<file path="config.mk">
export PLATFORM = sky130hd
export DESIGN_NAME = udp_rx_port_filter
export DESIGN_NICKNAME = d
export VERILOG_FILES = /design/src/rtl/udp_rx_port_filter.sv
export SDC_FILE = /design/constraint.sdc
export NUM_CORES = 1
export LEC_CHECK = 0
export BUFFER_PORTS_ARGS = -buffer_cell sky130_fd_sc_hd__buf_2
export CORE_MARGIN = 4
export CORE_UTILIZATION = 45
export DETAILED_ROUTE_END_ITERATION = 8
export HOLD_SLACK_MARGIN = 0.03
export PLACE_DENSITY_LB_ADDON = 0.1
export SYNTH_ARGS = -nofsm -noshare
export SYNTH_HDL_FRONTEND = slang
export SYNTH_SLANG_ARGS = --single-unit
</file>
<file path="constraint.sdc">
create_clock -name i_clk -period 6.9 [get_ports i_clk]
set_input_delay 2.07 -clock i_clk [delete_from_list [all_inputs] [get_ports i_clk]]
set_output_delay 2.07 -clock i_clk [all_outputs]
set_load 0.1 [all_outputs]
</file>
<file path="src/rtl/udp_rx_port_filter.sv">
// UDP receive stage: parses the 8-byte UDP header, filters datagrams on a programmable
// destination-port table, strips header and padding, and reports sideband and drop stats.
module udp_rx_port_filter #(
    parameter int          P_PORT_NUM     = 4,
    parameter int          P_IDX_W        = 2,
    parameter logic [15:0] P_DEFAULT_PORT = 16'h8080,
    parameter int          P_LEN_CHECK    = 1
) (
    input  logic               i_clk,
    input  logic               i_rst_n,
    input  logic               i_cfg_wr,
    input  logic [P_IDX_W-1:0] i_cfg_idx,
    input  logic [15:0]        i_cfg_port,
    input  logic               i_cfg_en,
    input  logic [7:0]         i_ip_data,
    input  logic [15:0]        i_ip_len,
    input  logic               i_ip_last,
    input  logic               i_ip_valid,
    output logic [7:0]         o_udp_data,
    output logic               o_udp_valid,
    output logic               o_udp_last,
    output logic [15:0]        o_udp_len,
    output logic [15:0]        o_udp_src_port,
    output logic [P_IDX_W-1:0] o_udp_port_idx,
    output logic               o_err_pulse,
    output logic [15:0]        o_drop_cnt,
    output logic [1:0]         o_fsm_state
);

    // Streams are valid-only: a byte transfers on every cycle its valid is high and there
    // is no backpressure; gaps (valid low) simply freeze the parser.
    typedef enum logic [1:0] {
        IDLE    = 2'd0,
        HDR     = 2'd1,
        PAYLOAD = 2'd2,
        DISCARD = 2'd3
    } state_t;

    state_t state_q, state_d;
    logic [15:0] hdr_cnt_q, hdr_cnt_d;
    logic [15:0] src_q, src_d;
    logic [15:0] dst_q, dst_d;
    logic [15:0] len_q, len_d;
    logic [15:0] pay_cnt_q, pay_cnt_d;

    logic [7:0]         data_d;
    logic               valid_d, last_d, err_d, drop_inc;
    logic [15:0]        udp_len_d, src_port_d, drop_d;
    logic [P_IDX_W-1:0] idx_d;

    logic [15:0]        tbl_port [P_PORT_NUM];
    logic [P_PORT_NUM-1:0] tbl_en;

    logic               match_hit;
    logic [P_IDX_W-1:0] match_idx;
    logic               len_err, accept, pay_last;

    assign o_fsm_state = state_q;

    always_ff @(posedge i_clk) begin
        if (!i_rst_n) begin
            for (int i = 0; i < P_PORT_NUM; i++) begin
                tbl_port[i] <= (i == 0) ? P_DEFAULT_PORT : 16'h0000;
            end
            tbl_en <= P_PORT_NUM'(1);
        end else if (i_cfg_wr && (int'(i_cfg_idx) < P_PORT_NUM)) begin
            tbl_port[i_cfg_idx] <= i_cfg_port;
            tbl_en[i_cfg_idx]   <= i_cfg_en;
        end
    end

    // Scan from the top so the lowest matching index is the one that sticks.
    always_comb begin
        match_hit = 1'b0;
        match_idx = '0;
        for (int i = P_PORT_NUM - 1; i >= 0; i--) begin
            if (tbl_en[i] && (tbl_port[i] == dst_q)) begin
                match_hit = 1'b1;
                match_idx = P_IDX_W'(i);
            end
        end
    end

    assign len_err  = (P_LEN_CHECK != 0) && (len_q > i_ip_len);
    assign accept   = match_hit && (len_q >= 16'd9) && !len_err;
    assign pay_last = (pay_cnt_q == o_udp_len - 16'd1);

    always_comb begin
        state_d    = state_q;
        hdr_cnt_d  = hdr_cnt_q;
        src_d      = src_q;
        dst_d      = dst_q;
        len_d      = len_q;
        pay_cnt_d  = pay_cnt_q;
        data_d     = o_udp_data;
        valid_d    = 1'b0;
        last_d     = 1'b0;
        err_d      = 1'b0;
        drop_inc   = 1'b0;
        udp_len_d  = o_udp_len;
        src_port_d = o_udp_src_port;
        idx_d      = o_udp_port_idx;

        case (state_q)
            IDLE: begin
                if (i_ip_valid) begin
                    src_d[15:8] = i_ip_data;
                    hdr_cnt_d   = 16'd1;
                    if (i_ip_last) begin
                        err_d    = 1'b1;
                        drop_inc = 1'b1;
                    end else begin
                        state_d = HDR;
                    end
                end
            end
            HDR: begin
                if (i_ip_valid) begin
                    case (hdr_cnt_q)
                        16'd1:   src_d[7:0]  = i_ip_data;
                        16'd2:   dst_d[15:8] = i_ip_data;
                        16'd3:   dst_d[7:0]  = i_ip_data;
                        16'd4:   len_d[15:8] = i_ip_data;
                        16'd5:   len_d[7:0]  = i_ip_data;
                        default: ;
                    endcase
                    if (hdr_cnt_q == 16'd7) begin
                        if (accept) begin
                            udp_len_d  = len_q - 16'd8;
                            src_port_d = src_q;
                            idx_d      = match_idx;
                            pay_cnt_d  = 16'd0;
                            state_d    = i_ip_last ? IDLE : PAYLOAD;
                        end else if (len_q == 16'd8) begin
                            state_d = i_ip_last ? IDLE : DISCARD;
                        end else begin
                            drop_inc = 1'b1;
                            err_d    = len_err;
                            state_d  = i_ip_last ? IDLE : DISCARD;
                        end
                    end else if (i_ip_last) begin
                        err_d    = 1'b1;
                        drop_inc = 1'b1;
                        state_d  = IDLE;
                    end else begin
                        hdr_cnt_d = hdr_cnt_q + 16'd1;
                    end
                end
            end
            PAYLOAD: begin
                if (i_ip_valid) begin
                    data_d    = i_ip_data;
                    valid_d   = 1'b1;
                    pay_cnt_d = pay_cnt_q + 16'd1;
                    if (pay_last) begin
                        last_d  = 1'b1;
                        state_d = i_ip_last ? IDLE : DISCARD;
                    end else if (i_ip_last) begin
                        // IP payload ended before the UDP length was reached.
                        last_d  = 1'b1;
                        err_d   = 1'b1;
                        state_d = IDLE;
                    end
                end
            end
            DISCARD: begin
                if (i_ip_valid && i_ip_last) begin
                    state_d = IDLE;
                end
            end
            default: state_d = IDLE;
        endcase

        drop_d = o_drop_cnt;
        if (drop_inc && (o_drop_cnt != 16'hFFFF)) begin
            drop_d = o_drop_cnt + 16'd1;
        end
    end

    always_ff @(posedge i_clk) begin
        if (!i_rst_n) begin
            state_q        <= IDLE;
            hdr_cnt_q      <= '0;
            src_q          <= '0;
            dst_q          <= '0;
            len_q          <= '0;
            pay_cnt_q      <= '0;
            o_udp_data     <= '0;
            o_udp_valid    <= 1'b0;
            o_udp_last     <= 1'b0;
            o_udp_len      <= '0;
            o_udp_src_port <= '0;
            o_udp_port_idx <= '0;
            o_err_pulse    <= 1'b0;
            o_drop_cnt     <= '0;
        end else begin
            state_q        <= state_d;
            hdr_cnt_q      <= hdr_cnt_d;
            src_q          <= src_d;
            dst_q          <= dst_d;
            len_q          <= len_d;
            pay_cnt_q      <= pay_cnt_d;
            o_udp_data     <= data_d;
            o_udp_valid    <= valid_d;
            o_udp_last     <= last_d;
            o_udp_len      <= udp_len_d;
            o_udp_src_port <= src_port_d;
            o_udp_port_idx <= idx_d;
            o_err_pulse    <= err_d;
            o_drop_cnt     <= drop_d;
        end
    end

endmodule

</file>
==> impl_metrics.env <==
export IMPL_grt_setup_unrepaired="false"
export IMPL_synth_seq_cells=211
export IMPL_ctsLongestPathBuffers=3
export IMPL_synth_mux_area_frac=0.04514
export IMPL_start_util=0.4548
export IMPL_synth_nets=1268
export IMPL_h_tree_depth=1
export IMPL_drtPass1Iterations=5
export IMPL_ioPinCount=111
export IMPL_syn_area_per_cell_um2=8.937
export IMPL_io_buffers=110
export IMPL_dpl_cell_area_mm2=0.01136
export IMPL_yosysMostFrequentCell="nor2_1"
export IMPL_grt_pass1_wl_um=46110
export IMPL_synth_top_area_frac=0.2765
export IMPL_synth_seq_area_share=0.4570
export IMPL_synth_simple_area_share=0.2327
export IMPL_report_final_slew_viol_count=0
export IMPL_worstPathMaxFanout=22
export IMPL_grt_pass1_vias=8244
export IMPL_ctsHoldBuffers=0
export IMPL_synth_compound_area_frac=0.1011
export IMPL_wl_um=29380
export IMPL_r2r_start="len_q[14]$_SDFFE_PN0P_"
export IMPL_drc=0
export IMPL_synth_cell_type_count=62
export IMPL_worstPathRequired_ns=7.30
export IMPL_drive_above_1_share=0.1302
export IMPL_cts_repair_resized=0
export IMPL_synth_area_mm2=0.01064
export IMPL_setup_violations=0
export IMPL_path_class="in2reg"
export IMPL_post_cts_buffers=0
export IMPL_synth_enable_flop_cells=64
export IMPL_ir_drop_uv=198.5
export IMPL_drv_cap=0
export IMPL_die_area_mm2=0.02618
export IMPL_power_static_leakage_nw=4.995
export IMPL_powerDensity_mw_per_mm2=242.0
export IMPL_cts_tree="built"
export IMPL_fillers=2236
export IMPL_antennaDiodeCount=0
export IMPL_antenna_found_initial=0
export IMPL_rows=56
export IMPL_hold_violations=0
export IMPL_setup_tns_ns=0
export IMPL_clk_latency_ns=0.53
export IMPL_outcome="completed"
export IMPL_slew_headroom=0.2672
export IMPL_dpl_hpwl_um=21000
export IMPL_synthAdderAreaFrac=0.03409
export IMPL_vias=8659
export IMPL_drt_iter0_drc=665
export IMPL_cp_start_kind="input port"
export IMPL_grt_overflow_total=0
export IMPL_core_area_mm2=0.02340
export IMPL_period_share=0.7128
export IMPL_synth_xor_xnor_area_share=0.08640
export IMPL_place_gp_congestion=0.9066
export IMPL_synth_main_ff_cell="dfxtp_1"
export IMPL_design_area_mm2=0.01217
export IMPL_die_width_um=161.8
export IMPL_synth_area_leaders="dfxtp_1 (28%), edfxtp_1 (18%), nor2_1 (5.5%)"
export IMPL_startpoint="i_ip_len[1]"
export IMPL_fmax_mhz=203.3
export IMPL_syn_instance_count=1191
export IMPL_grt_usage=0.2196
export IMPL_skew_ns=0.01426
export IMPL_routed_via_density=5.405
export IMPL_cts_root_buf="clkbuf_16"
export IMPL_tightest_slew_ns=1.093
export IMPL_hold_start="o_udp_src_port[3]$_SDFFE_PN0P_"
export IMPL_arrival_ns=5.32
export IMPL_grt_max_degree=62
export IMPL_clock_sinks=211
export IMPL_numCtsBuffers=25
export IMPL_min_path_type="reg2reg"
export IMPL_synth_top_cell_by_area="dfxtp_1"
export IMPL_die_y_um=161.8
export IMPL_area_delta_synth_final_pct=14.38
export IMPL_synth_top_family_by_area="simple AND/OR/NAND/NOR gates"
export IMPL_path_clk_slew_ns=0.06
export IMPL_synth_common_cells="nor2_1 (155), dfxtp_1 (147), nand2_1 (144)"
export IMPL_asyncSetResetFlopFracSynth=0
export IMPL_yosys_warnings=0
export IMPL_cp_end_kind="flip-flop"
export IMPL_period_needed_ns=4.918
export IMPL_final_nets=1342
export IMPL_ant_nets=0
export IMPL_wl_per_cell_um=18.34
[power breakdown]
group | internal, mW | switching [mW]
combinational | 0.0799 | 0.214
sequential | 1.33 | 0.0314
clock | 0.766 | 0.530
total | 2.17 | 0.775
[critical path, stage by stage]
cell and delay (ns):
buf_2 0.08, inv_1 0.06, ha_1 0.30, nor2b_1 0.13, o211ai_1 0.16, a21oi_1 0.09, o311ai_1 0.39, nor2b_1 0.52
nand4b_1 0.97, o21ai_0 0.41, o22ai_1 0.13
[metrics by stage]
| step | setup WS, ns | util | total power [mW] | cells | hold slack, ns |
|---|---|---|---|---|---|
| after floorplan | 2.480 | - | 1.579 | 1191 | 0.4357 |
| final | 1.982 | 0.5202 | 2.946 | 1602 | 0.4496 |
| after CTS | 1.917 | 0.5202 | 2.974 | 1602 | 0.4523 |
| after detailed placement | 1.385 | 0.4856 | 1.676 | 1557 | 0.4429 |
| after global placement | 1.421 | 0.4856 | 1.674 | 1557 | 0.4384 |
| after global routing | 1.682 | 0.5202 | 3.058 | 1602 | 0.4695 |
[state kept, by name, summed over array words and instances (netlist names), 16 cells and up]
name / cells
dst_q: 16
o_drop_cnt: 16
len_q: 16
tbl_port: 64
o_udp_len: 16
hdr_cnt_q: 16
o_udp_src_port: 16
pay_cnt_q: 16
src_q: 16
[cells in the final DEF, fill, tap and decap left out, types with 4 or more instances in the layout]
master     count
xor2_1        66
or4_1         11
nand4b_1       7
nor2_1       155
a21oi_1       73
a211oi_1      16
xnor2_1       39
nand2b_1      10
or3_1         21
mux2i_1       48
nor4_1        31
dfxtp_1      147
nor3_1        13
o31ai_1       11
o211ai_1       9
buf_4          5
inv_1         51
ha_1          29
and3_1        13
o22ai_1        5
buf_2        110
and2_1         9
clkbuf_16     25
clkinv_2       9
edfxtp_1      64
nand3_1       41
nor2b_1        7
o21ai_0       21
nand3b_1       7
nor4b_1        4
nand2_1      144
nand4_1       18
[cells by family (layout without fill, tap and decap cells)]
group	count (synthesis)	after routing
compound gates	170	170
buf+inv	120	212
simple gates	508	508
mux	48	48
fa+ha+maj	29	29
flops	211	211
xor+xnor	105	105
[area by class of cell]
cell class | count | area (um2) | share of cell area
multi-input combinational | 860 | 5316 | 0.4367
clock buffer | 30 | 664.4 | 0.05457
tap | 319 | 399.1 | 0.03279
clock inverter | 15 | 145.1 | 0.01192
sequential | 211 | 4865 | 0.3996
inverter | 52 | 196.4 | 0.01614
timing repair buffer | 115 | 588.1 | 0.04830
[final timing paths]
| kind | cells past startpoint | end | slack (ns) |
|---|---|---|---|
| hold / removal | 2 | o_udp_src_port[3]$_SDFFE_PN0P_ | 0.45 |
| setup / recovery | 11 | pay_cnt_q[0]$_SDFFE_PN0P_ | 1.98 |
| setup reg to reg | 9 | pay_cnt_q[0]$_SDFFE_PN0P_ | 3.26 |
| hold reg to reg | 2 | o_udp_src_port[3]$_SDFFE_PN0P_ | 0.45 |
[routing by layer]
| layer | vias up | wire, um | GRT usage |
|---|---|---|---|
| met5 | - | 0 | 0 |
| met1 | 4099 | 14050 | 0.3122 |
| li1 | 4323 | - | - |
| met2 | 198 | 13320 | 0.3565 |
| met3 | 39 | 1478 | 0.03552 |
| met4 | 0 | 538 | 0.04614 |
(Power assumes the default switching activity.)
